===== src/rtl/lift_pkg.sv =====
// Constants and types shared by the lift controller and its hall-call dispatcher.
package lift_pkg;
   localparam int NUM_FLOORS = 11;
   localparam logic [3:0] FLOOR_NONE = 4'hF;

   localparam logic [1:0] MOTOR_IDLE = 2'b00;
   localparam logic [1:0] MOTOR_UP   = 2'b11;
   localparam logic [1:0] MOTOR_DN   = 2'b10;

   // The top landing has no up button and the ground landing has no down button.
   localparam logic [NUM_FLOORS-1:0] UP_MASK = 11'h3FF;
   localparam logic [NUM_FLOORS-1:0] DN_MASK = 11'h7FE;

   typedef enum logic [1:0] {IDLE, ISSUE, GAP} disp_state_e;

   function automatic logic [3:0] next_floor(input logic [3:0] f);
      return (f == 4'(NUM_FLOORS-1)) ? 4'd0 : f + 4'd1;
   endfunction
endpackage


===== src/rtl/rr_floor_picker.sv =====
// Round-robin pick of the first candidate floor at or after ptr_i, wrapping 10 -> 0.
// Purely combinational.
module rr_floor_picker
   import lift_pkg::*;
(
   input  logic [NUM_FLOORS-1:0] cand_i,
   input  logic [3:0]            ptr_i,
   output logic                  found_o,
   output logic [3:0]            floor_o
);
   logic [3:0] idx;
   logic       hit;

   always_comb begin
      hit     = 1'b0;
      floor_o = FLOOR_NONE;
      idx     = ptr_i;
      for (int i = 0; i < NUM_FLOORS; i++) begin
         if (!hit && (idx < 4'(NUM_FLOORS)) && cand_i[idx]) begin
            hit     = 1'b1;
            floor_o = idx;
         end
         idx = next_floor(idx);
      end
      found_o = hit;
   end
endmodule


===== src/rtl/hall_call_dispatcher.sv =====
// Latches hall calls, drives lamps, and serializes pending calls as one-cycle floor codes.
// Code appears two edges after a press; no backpressure, the controller must sample every code.
module hall_call_dispatcher
   import lift_pkg::*;
#(
   parameter int GAP_CYCLES   = 1,
   parameter int RETRY_CYCLES = 64
) (
   input  logic                  clk,
   input  logic                  rst,
   input  logic [NUM_FLOORS-1:0] hall_up,
   input  logic [NUM_FLOORS-1:0] hall_dn,
   input  logic [3:0]            lift_floor,
   input  logic [1:0]            lift_motor,
   output logic [3:0]            floor_req,
   output logic [NUM_FLOORS-1:0] up_lamp,
   output logic [NUM_FLOORS-1:0] dn_lamp,
   output logic                  busy
);
   localparam int RW = $clog2(RETRY_CYCLES);
   localparam int GW = $clog2(GAP_CYCLES + 1);
   localparam logic [RW-1:0] RETRY_LAST = RW'(RETRY_CYCLES - 1);
   localparam logic [GW-1:0] GAP_LOAD   = GW'(GAP_CYCLES - 1);

   disp_state_e           state_q, state_d;
   logic [3:0]            floor_req_q, floor_req_d;
   logic [NUM_FLOORS-1:0] up_lamp_q, up_lamp_d;
   logic [NUM_FLOORS-1:0] dn_lamp_q, dn_lamp_d;
   logic [NUM_FLOORS-1:0] disp_q, disp_d;
   logic [3:0]            ptr_q, ptr_d;
   logic [RW-1:0]         retry_cnt_q, retry_cnt_d;
   logic [GW-1:0]         gap_cnt_q, gap_cnt_d;

   logic [NUM_FLOORS-1:0] arrive;
   logic [NUM_FLOORS-1:0] cand;
   logic                  pick_found;
   logic [3:0]            pick_floor;

   always_comb begin
      arrive = '0;
      for (int f = 0; f < NUM_FLOORS; f++) begin
         arrive[f] = (lift_motor == MOTOR_IDLE) && (lift_floor == 4'(f));
      end
   end

   // Excluding arriving floors keeps a pick from colliding with that floor's clear.
   assign cand = (up_lamp_q | dn_lamp_q) & ~disp_q & ~arrive;
   assign busy = (|up_lamp_q) | (|dn_lamp_q);

   rr_floor_picker u_picker (
      .cand_i  (cand),
      .ptr_i   (ptr_q),
      .found_o (pick_found),
      .floor_o (pick_floor)
   );

   always_comb begin
      state_d     = state_q;
      floor_req_d = floor_req_q;
      up_lamp_d   = (up_lamp_q | (hall_up & UP_MASK)) & ~arrive;
      dn_lamp_d   = (dn_lamp_q | (hall_dn & DN_MASK)) & ~arrive;
      disp_d      = disp_q & ~arrive;
      ptr_d       = ptr_q;
      retry_cnt_d = '0;
      gap_cnt_d   = gap_cnt_q;

      case (state_q)
         IDLE: begin
            if (pick_found) begin
               floor_req_d        = pick_floor;
               disp_d[pick_floor] = 1'b1;
               ptr_d              = next_floor(pick_floor);
               state_d            = ISSUE;
            end else begin
               floor_req_d = FLOOR_NONE;
               // Lamps still lit with nothing left to issue: calls went unserved.
               if (busy) begin
                  if (retry_cnt_q == RETRY_LAST) begin
                     disp_d = '0;
                  end else begin
                     retry_cnt_d = retry_cnt_q + RW'(1);
                  end
               end
            end
         end
         ISSUE: begin
            floor_req_d = FLOOR_NONE;
            gap_cnt_d   = GAP_LOAD;
            state_d     = GAP;
         end
         GAP: begin
            floor_req_d = FLOOR_NONE;
            if (gap_cnt_q == '0) begin
               state_d = IDLE;
            end else begin
               gap_cnt_d = gap_cnt_q - GW'(1);
            end
         end
         default: begin
            floor_req_d = FLOOR_NONE;
            state_d     = IDLE;
         end
      endcase
   end

   always_ff @(posedge clk or posedge rst) begin
      if (rst) begin
         state_q     <= IDLE;
         floor_req_q <= FLOOR_NONE;
         up_lamp_q   <= '0;
         dn_lamp_q   <= '0;
         disp_q      <= '0;
         ptr_q       <= '0;
         retry_cnt_q <= '0;
         gap_cnt_q   <= '0;
      end else begin
         state_q     <= state_d;
         floor_req_q <= floor_req_d;
         up_lamp_q   <= up_lamp_d;
         dn_lamp_q   <= dn_lamp_d;
         disp_q      <= disp_d;
         ptr_q       <= ptr_d;
         retry_cnt_q <= retry_cnt_d;
         gap_cnt_q   <= gap_cnt_d;
      end
   end

   assign floor_req = floor_req_q;
   assign up_lamp   = up_lamp_q;
   assign dn_lamp   = dn_lamp_q;
endmodule


===== config.mk =====
export PLATFORM = sky130hd
export DESIGN_NAME = hall_call_dispatcher
export DESIGN_NICKNAME = d
export VERILOG_FILES = /design/src/rtl/lift_pkg.sv /design/src/rtl/rr_floor_picker.sv /design/src/rtl/hall_call_dispatcher.sv
export SDC_FILE = /design/constraint.sdc
export NUM_CORES = 1
export LEC_CHECK = 0
export BUFFER_PORTS_ARGS = -buffer_cell sky130_fd_sc_hd__buf_2
export CORE_ASPECT_RATIO = 1.5
export CORE_MARGIN = 1.5
export CORE_UTILIZATION = 40
export CTS_CLUSTER_DIAMETER = 40
export CTS_CLUSTER_SIZE = 30
export DETAILED_ROUTE_END_ITERATION = 6
export GPL_TIMING_DRIVEN = 0
export MAX_ROUTING_LAYER = met4
export PLACE_DENSITY = 0.63
export SYNTH_ARGS = -nofsm -noshare
export SYNTH_HDL_FRONTEND = slang
export SYNTH_SLANG_ARGS = --single-unit

===== constraint.sdc =====
create_clock -name clk -period 6.09 [get_ports clk]
set_input_delay 0.3045 -clock clk [delete_from_list [all_inputs] [get_ports clk]]
set_output_delay 0.3045 -clock clk [all_outputs]
set_load 0.05 [all_outputs]

==> out/qor.txt, run 1 <==
status -> completed
Net count, final -> 905
Final GP Congestion -> 0.9882
setup TNS -> 0 ns
CP dominant cell by count -> ha_4
number of diodes -> 0
vias -> 7188
Critical Path AT -> 6.20 ns
Net Count, Synth -> 763
crit-path max FO -> 6
RSZ-0062 raised after global routing -> yes
actual transition at the worst max-transition pin -> 1.174 ns
detailed-route DRC error count -> 0
endpoints failing setup -> 0
EDFF count, synth -> 0
Critical Path Max Stage Delay -> 0.47 ns
Met1 Routed Length -> 9463 microns
met3 WL post-DR -> 1746 microns
area of the multi-input gates -> 4898 sq um
MaxCap Viol Count -> 0
largest net degree at the start of global routing -> 33
most common cell after layout, fill and taps aside -> buf_4
final wirelength -> 26670 microns
sequential area share after synthesis -> 20.66%
ys flop type -> dfrtp_1
die width -> 102.7 microns
post-placement cell area -> 6571 sq um
worst min path class -> input port to flip-flop
met2 wire len -> 12990 microns
Final Cell Area -> 8016 sq um
DP Wirelength -> 18530 microns
Achievable Freq -> 167.0 MHz
Clock Path Buffers -> 2
max layer used -> met4
max-slew violation count -> 0
CTS H-Tree Depth -> 2
category of the most critical setup path -> flip-flop to flip-flop
IO Pins -> 57
layout cell share with drive strength beyond 1 -> 39.59%
row count -> 54
# clock sinks -> 49
CTS tree -> built
Final Core Density -> 55.19%
GRT Total Usage -> 34.89%
Async SR Flop Fraction -> 100.0%
Root Driver -> clkbuf_16
post-route ant nets -> 0
synthesized area per cell -> 8.209 sq um
Die Height -> 152.5 microns
total gr overflow -> 0
post-synthesis cell count -> 726
global-route wire length before repair -> 40690 microns
total CTS buffers -> 5
CP Data Required Time -> 6.30 ns
via density per instance -> 6.749
first drt pass iteration count -> 7
clk slew on worst S/H paths -> 0.07 ns
Slew headroom -> 21.71%
drt first-iter violations -> 679
Yosys reg bits -> 49
Initial Util -> 41.02%
vias in the first global route -> 7108
crit end category -> flip-flop
Final Hold Viols -> 0
synthesized area -> 5959 sq um
clk_skew -> 0.004545 ns
crit share post-route -> 98.35%
initial antenna violation count -> 0
most frequent cells in the layout -> buf_4, nand2_1, buf_2
Synth cell types -> 114
synth warn -> 0
Core Footprint -> 14530 sq um
Crit-path slowest cell -> dfrtp_2
DIE AREA -> 15650 sq um
Syn-to-layout area delta -> 34.52%
Reg area -> 1235 sq um
I/O Buffers -> 52
Routed WL per cell -> 25.04 microns
worst skew pair latency -> 0.29 ns
Fill cells -> 1304
Period minus WS final -> 5.989 ns
startpoint type of the worst setup path -> flip-flop
[metal layers]
metal	GRT usage (%)	vias up
li1	-	3111
met1	38.28	3426
met2	56.86	475
met3	3.945	176
met4	25.77	0
met5	-	-
[cells in the mapped netlist, drive strengths merged, types with 9 or more instances]
master | count | share of area (%)
nand2 | 77 | 5.1
o21ai | 30 | 2.5
o211ai | 10 | 1.3
inv | 24 | 1.6
a21oi | 45 | 4.4
o32ai | 11 | 1.7
or2 | 13 | 1.4
nand2b | 23 | 2.7
mux2i | 17 | 3.1
nand3 | 18 | 1.5
nor4 | 9 | 1.6
o21a | 23 | 2.9
buf | 39 | 4.6
a211oi | 21 | 3.2
nor3 | 18 | 1.7
and2 | 11 | 1.2
a31oi | 13 | 1.8
dfrtp | 45 | 19
a22oi | 10 | 1.3
o221ai | 12 | 1.8
nor2 | 54 | 3.5
o21bai | 12 | 1.5
o22ai | 24 | 2.8
[path summary, 6_finish.rpt]
kind	startpoint	endpoint	slack [ns]	cells after the start
worst max-delay path	ptr_q[0]$_DFFE_PP0P_	disp_q[1]$_DFF_PP0_	0.10	33
worst min-delay path	hall_up[5]	up_lamp[5]$_DFF_PP0_	0.21	2
worst max register to register	ptr_q[0]$_DFFE_PP0P_	disp_q[1]$_DFF_PP0_	0.10	33
worst min register to register	state_q[1]$_DFFE_PP0P_	state_q[1]$_DFFE_PP0P_	0.42	1
max in group asynchronous	rst	floor_req[0]$_DFF_PP1_	4.97	4
min in group asynchronous	rst	disp_q[8]$_DFF_PP0_	0.56	3
[registers in the layout, indices dropped and copies added, names as in the netlist]
| signal | flops |
|---|---|
| disp_q | 11 |
| dn_lamp | 11 |
| up_lamp | 11 |
| retry_cnt_q | 6 |
| floor_req | 4 |
| ptr_q | 4 |
| state_q | 2 |
[per-stage QoR]
step	hold WS [ns]	setup WS [ns]	std cells
6_report	0.2099	0.1006	1065
3_5_place_dp	0.3066	-1.528	975
3_3_place_gp	0.4180	-1.440	974
2_1_floorplan	0.4035	0.001898	726
5_1_grt	0.2075	-0.07951	1065
4_1_cts	0.2111	-0.05501	1043
[worst max-delay path, delay by kind of cell, from the launching register on]
kind / cells / cell delay (ns)
AOI/OAI and AO/OA: 10 / 1.78
adders and majority gates: 4 / 0.71
and+or+nand+nor: 10 / 1.85
DFF: 1 / 0.47
buffers and inverters: 9 / 1.09
[cell type report]
type / count / share of cell area, %
Buffer: 40 / 4.604
Timing Repair Buffer: 142 / 12.46
Tap cell: 196 / 3.059
Clock inverter: 2 / 0.4838
Inverter: 24 / 1.280
Multi-Input combinational cell: 606 / 61.11
Sequential cell: 49 / 15.40
Clock buffer: 6 / 1.608
[what timing repair did]
item	in CTS	in global routing
cloned	4	0
setup endpoints to repair	26	25
pin swaps	31	33
buffers inserted	59	26
resized for setup	100	38
hold endpoints to repair	12	0
hold buffers	1	0
[kinds of logic after synthesis]
| group | share of synthesized area (%) |
|---|---|
| and+or+nand+nor | 24.67 |
| DFF | 20.66 |
| AOI/OAI and AO/OA | 40.54 |
| buffers and inverters | 6.698 |
| adders and majority gates | 1.470 |
| xor gates and xnor gates | 1.764 |
| muxes | 4.199 |
Power of run 1 is left out: the tool's default activity adds up to more than one toggle a clock period on the data nets, which glitch-free logic cannot reach.
==> run 2: changes to the inputs <==
--- a/config.mk
+++ b/config.mk
@@ -8,5 +8,5 @@
 export BUFFER_PORTS_ARGS = -buffer_cell sky130_fd_sc_hd__buf_2
 export CORE_ASPECT_RATIO = 1.5
-export CORE_MARGIN = 1.5
+export CORE_MARGIN = 2
 export CORE_UTILIZATION = 40
 export CTS_CLUSTER_DIAMETER = 40
==> constraint.sdc (replaced) <==
create_clock -name clk -period 6.09 [get_ports clk]
set_input_delay 0.3045 -clock clk [delete_from_list [all_inputs] [get_ports clk]]
set_output_delay 0.3045 -clock clk [all_outputs]
set_load 0.02 [all_outputs]
==> out/qor.txt, run 2 (synthesis results as in run 1) <==
status -> completed
worst skew pair latency -> 0.30 ns
most common cell after layout, fill and taps aside -> buf_4
clk_skew -> 0.01081 ns
detailed-route DRC error count -> 0
CP Data Required Time -> 6.27 ns
initial antenna violation count -> 0
Achievable Freq -> 165.9 MHz
Post-CTS Hold Buffers -> 0
total CTS buffers -> 5
# clock sinks -> 49
Slew headroom -> 28.18%
Core Footprint -> 14590 sq um
Buf/Inv on CP -> 10
vias in the first global route -> 7133
Routed WL per cell -> 24.98 microns
crit end category -> flip-flop
largest net degree at the start of global routing -> 31
GRT Total Usage -> 33.19%
Critical Path Max Stage Delay -> 0.42 ns
crit-path max FO -> 10
CTS H-Tree Depth -> 2
I/O Buffers -> 52
Final Cell Area -> 8025 sq um
Syn-to-layout area delta -> 34.66%
Clock Path Buffers -> 2
actual transition at the worst max-transition pin -> 1.077 ns
DIE AREA -> 15910 sq um
Root Driver -> clkbuf_16
global-route wire length before repair -> 40500 microns
vias -> 7114
via density per instance -> 6.692
MaxCap Viol Count -> 0
Final GP Congestion -> 0.9876
post-layout worst setup margin -> 0.06133 ns
IO Pins -> 57
crit share post-route -> 98.99%
Net count, final -> 903
Initial Util -> 40.84%
setup TNS -> 0 ns
number of diodes -> 0
Crit-path slowest cell -> or3_4
layout cell share with drive strength beyond 1 -> 39.10%
DP Wirelength -> 18770 microns
Place WS -> -1.518 ns
cell family with most CP delay -> compound AO/OA/AOI/OAI gates
drt first-iter violations -> 643
clk slew on worst S/H paths -> 0.07 ns
total gr overflow -> 0
first drt pass iteration count -> 6
most frequent cells in the layout -> buf_4, nand2_1, buf_2
final wirelength -> 26560 microns
Critical Path AT -> 6.21 ns
Period minus WS final -> 6.029 ns
die width -> 103.7 microns
row count -> 54
Final Hold Viols -> 0
max-slew violation count -> 0
endpoints failing setup -> 0
post-route ant nets -> 0
post-placement cell area -> 6571 sq um
RSZ-0062 raised after global routing -> yes
startpoint type of the worst setup path -> flip-flop
CTS tree -> built
category of the most critical setup path -> flip-flop to flip-flop
worst min path class -> input port to asynchronous set/reset pin
Die Height -> 153.5 microns
Fill cells -> 1407
## run 2: cell type report
cell class | instances | area (sq um) | share of cell area, %
clock buffer | 7 | 152.6 | 1.902
timing repair buffer | 140 | 970.9 | 12.10
multi-input combinational | 606 | 4955 | 61.74
buffer | 40 | 361.6 | 4.506
tap | 196 | 245.2 | 3.056
inverter | 24 | 100.1 | 1.247
clock inverter | 1 | 5.005 | 0.06236
sequential | 49 | 1235 | 15.39
## run 2: final timing paths
| path | from | to | slack (ns) | cells after the start |
|---|---|---|---|---|
| worst min register to register | state_q[1]$_DFFE_PP0P_ | state_q[1]$_DFFE_PP0P_ | 0.43 | 1 |
| max in group asynchronous | rst | floor_req[2]$_DFF_PP1_ | 5.52 | 3 |
| min in group clk | hall_dn[9] | dn_lamp[9]$_DFF_PP0_ | 0.21 | 2 |
| worst min-delay path | rst | disp_q[5]$_DFF_PP0_ | 0.0005 | 2 |
| worst max-delay path | ptr_q[1]$_DFFE_PP0P_ | disp_q[10]$_DFF_PP0_ | 0.06 | 31 |
| worst max register to register | ptr_q[1]$_DFFE_PP0P_ | disp_q[10]$_DFF_PP0_ | 0.06 | 31 |
## run 2: per-stage QoR
stage | instances | hold slack (ns) | util [%]
2_1_floorplan | 726 | 0.4035 | -
3_3_place_gp | 974 | 0.4169 | 44.89
3_5_place_dp | 975 | 0.3228 | 45.03
4_1_cts | 1045 | 0.01171 | 52.80
5_1_grt | 1063 | 0.04783 | 54.99
6_report | 1063 | 0.0004752 | 54.99
## run 2: worst register-to-register path, delay by kind of cell, from the launching register on
| family | cells | cell delay (ns) |
|---|---|---|
| fa+ha+maj | 3 | 0.45 |
| mux | 1 | 0.34 |
| simple gates | 8 | 1.62 |
| flops | 1 | 0.37 |
| buf+inv | 10 | 1.42 |
| compound gates | 9 | 1.70 |
## run 2: repair_timing
action	4_1_cts	5_1_grt
endpoints found under the setup margin	26	19
buffers inserted	64	22
resized for setup	96	42
gates cloned	3	0
pin swaps	31	33
## run 2: metal layers
layer  track usage (%)  vias to the layer above  part of all wire (%)
met5                 -                        -                     0
met4             25.10                        0                   8.9
met3             4.027                      171                   7.3
met2             56.80                      488                    49
met1             34.92                     3340                    35
li1                  -                     3115                     -
Power of run 2 is left out for the same reason.
==> run 3: changes to the inputs <==
- CORE_ASPECT_RATIO: 1.5 -> 0.8
- CORE_UTILIZATION: 40 -> 56
- PLACE_DENSITY: 0.63 -> 0.82
==> out/qor.txt, run 3 (synthesis results as in run 1) <==
status -> completed
RSZ-0062 raised after global routing -> yes
Net count, final -> 877
first drt pass iteration count -> 7
Critical R2R Capture -> disp_q[6]$_DFF_PP0_
GRT Total Usage -> 43.77%
total CTS buffers -> 5
Buf/Inv on CP -> 9
actual transition at the worst max-transition pin -> 0.9293 ns
worst min path class -> input port to asynchronous set/reset pin
post-route ant nets -> 0
cell family with most CP delay -> simple AND/OR/NAND/NOR gates
layout cell share with drive strength beyond 1 -> 35.08%
met3 global-route usage -> 12.03%
DIE AREA -> 11490 sq um
clk_skew -> 0.007224 ns
Clock Path Buffers -> 2
Achievable Freq -> 164.5 MHz
area of the multi-input gates -> 4797 sq um
Die Height -> 96.27 microns
row count -> 33
Core Footprint -> 10320 sq um
Fill cells -> 749
# clock sinks -> 49
Routed WL per cell -> 26.07 microns
critical path depth in cells -> 33
initial antenna violation count -> 0
vias -> 7444
CP Data Required Time -> 6.26 ns
setup TNS -> 0 ns
largest net degree at the start of global routing -> 31
RR Startpoint -> ptr_q[1]$_DFFE_PP0P_
die width -> 119.3 microns
worst skew pair latency -> 0.30 ns
max-slew violation count -> 0
Syn-to-layout area delta -> 27.55%
crit end category -> flip-flop
clk slew on worst S/H paths -> 0.07 ns
endpoints failing setup -> 0
total gr overflow -> 0
grt met1 use -> 56.41%
CTS tree -> built
GRT busiest layer -> met2
drt first-iter violations -> 1501
Final Hold Viols -> 0
Final GP Congestion -> 1.091
met2 GRT Util -> 63.46%
Critical Path End -> disp_q[6]$_DFF_PP0_
global-route wire length before repair -> 38040 microns
startpoint type of the worst setup path -> flip-flop
detailed-route DRC error count -> 0
Root Driver -> clkbuf_16
I/O Buffers -> 52
via density per instance -> 7.588
DP Wirelength -> 17530 microns
crit share post-route -> 99.85%
most common cell after layout, fill and taps aside -> nand2_1
number of diodes -> 0
final wirelength -> 25570 microns
MaxCap Viol Count -> 0
most frequent cells in the layout -> nand2_1, buf_4, buf_2
IO Pins -> 57
Final Core Density -> 73.64%
Critical Path Max Stage Delay -> 0.39 ns
crit-path max FO -> 6
register-to-register setup slack -> 0.009 ns
Critical Path AT -> 6.25 ns
CP Launch Point -> ptr_q[1]$_DFFE_PP0P_
Reg2Reg Depth -> 33
Crit-path slowest cell -> dfrtp_1
category of the most critical setup path -> flip-flop to flip-flop
Initial Util -> 57.73%
Period minus WS final -> 6.081 ns
CTS H-Tree Depth -> 2
Slew headroom -> 37.92%
Reg area -> 1234 sq um
vias in the first global route -> 6847
==> run 3: cell count changes in the layout (fill, tap and decap cells not counted), sizes merged <==
cell,previous run,this run
bufbuf,1,0
clkinv,1,2
buf,174,148
clkbuf,12,11
bufinv,0,1
==> run 3: worst min-delay path by stage <==
stage,to,slack (ns)
after global placement,state_q[1]$_DFFE_PP0P_,0.41
after global routing,retry_cnt_q[4]$_DFF_PP0_,0.04
final,retry_cnt_q[3]$_DFF_PP0_,0.007
after detailed placement,retry_cnt_q[1]$_DFF_PP0_,0.33
after CTS,retry_cnt_q[3]$_DFF_PP0_,0.02
after floorplan,state_q[1]$_DFFE_PP0P_,0.40
==> run 3: cell type report <==
cell class	count	share of cell area, %
Buffer	42	5.053
Timing Repair Buffer	112	9.695
Multi-Input combinational cell	606	63.11
Clock buffer	5	1.646
Tap cell	140	2.305
Inverter	24	1.383
Clock inverter	3	0.5761
Sequential cell	49	16.23
==> run 3: per-stage QoR <==
step / hold slack, ns / setup slack, ns / area [sq um] / cells
after CTS: 0.02160 / 0.009992 / 7293 / 966
after floorplan: 0.4035 / 0.001898 / 6046 / 726
final: 0.007183 / 0.009126 / 7601 / 981
after detailed placement: 0.3309 / -1.393 / 6501 / 919
after global placement: 0.4141 / -1.279 / 6481 / 918
after global routing: 0.03639 / -0.09948 / 7601 / 981
==> run 3: per-layer routing <==
layer / wire, microns / up-vias
met5: 0 / -
met4: 1617 / 0
met3: 3836 / 196
met2: 10570 / 757
met1: 9549 / 3429
li1: - / 3062
==> run 3: repair_timing <==
item,CTS,global route
pin swaps,26,31
resized for setup,70,47
hold endpoints to repair,0,0
hold buffers,0,0
buffers inserted,41,15
gates cloned,1,2
endpoints found under the setup margin,26,24
Power of run 3 is left out for the same reason.
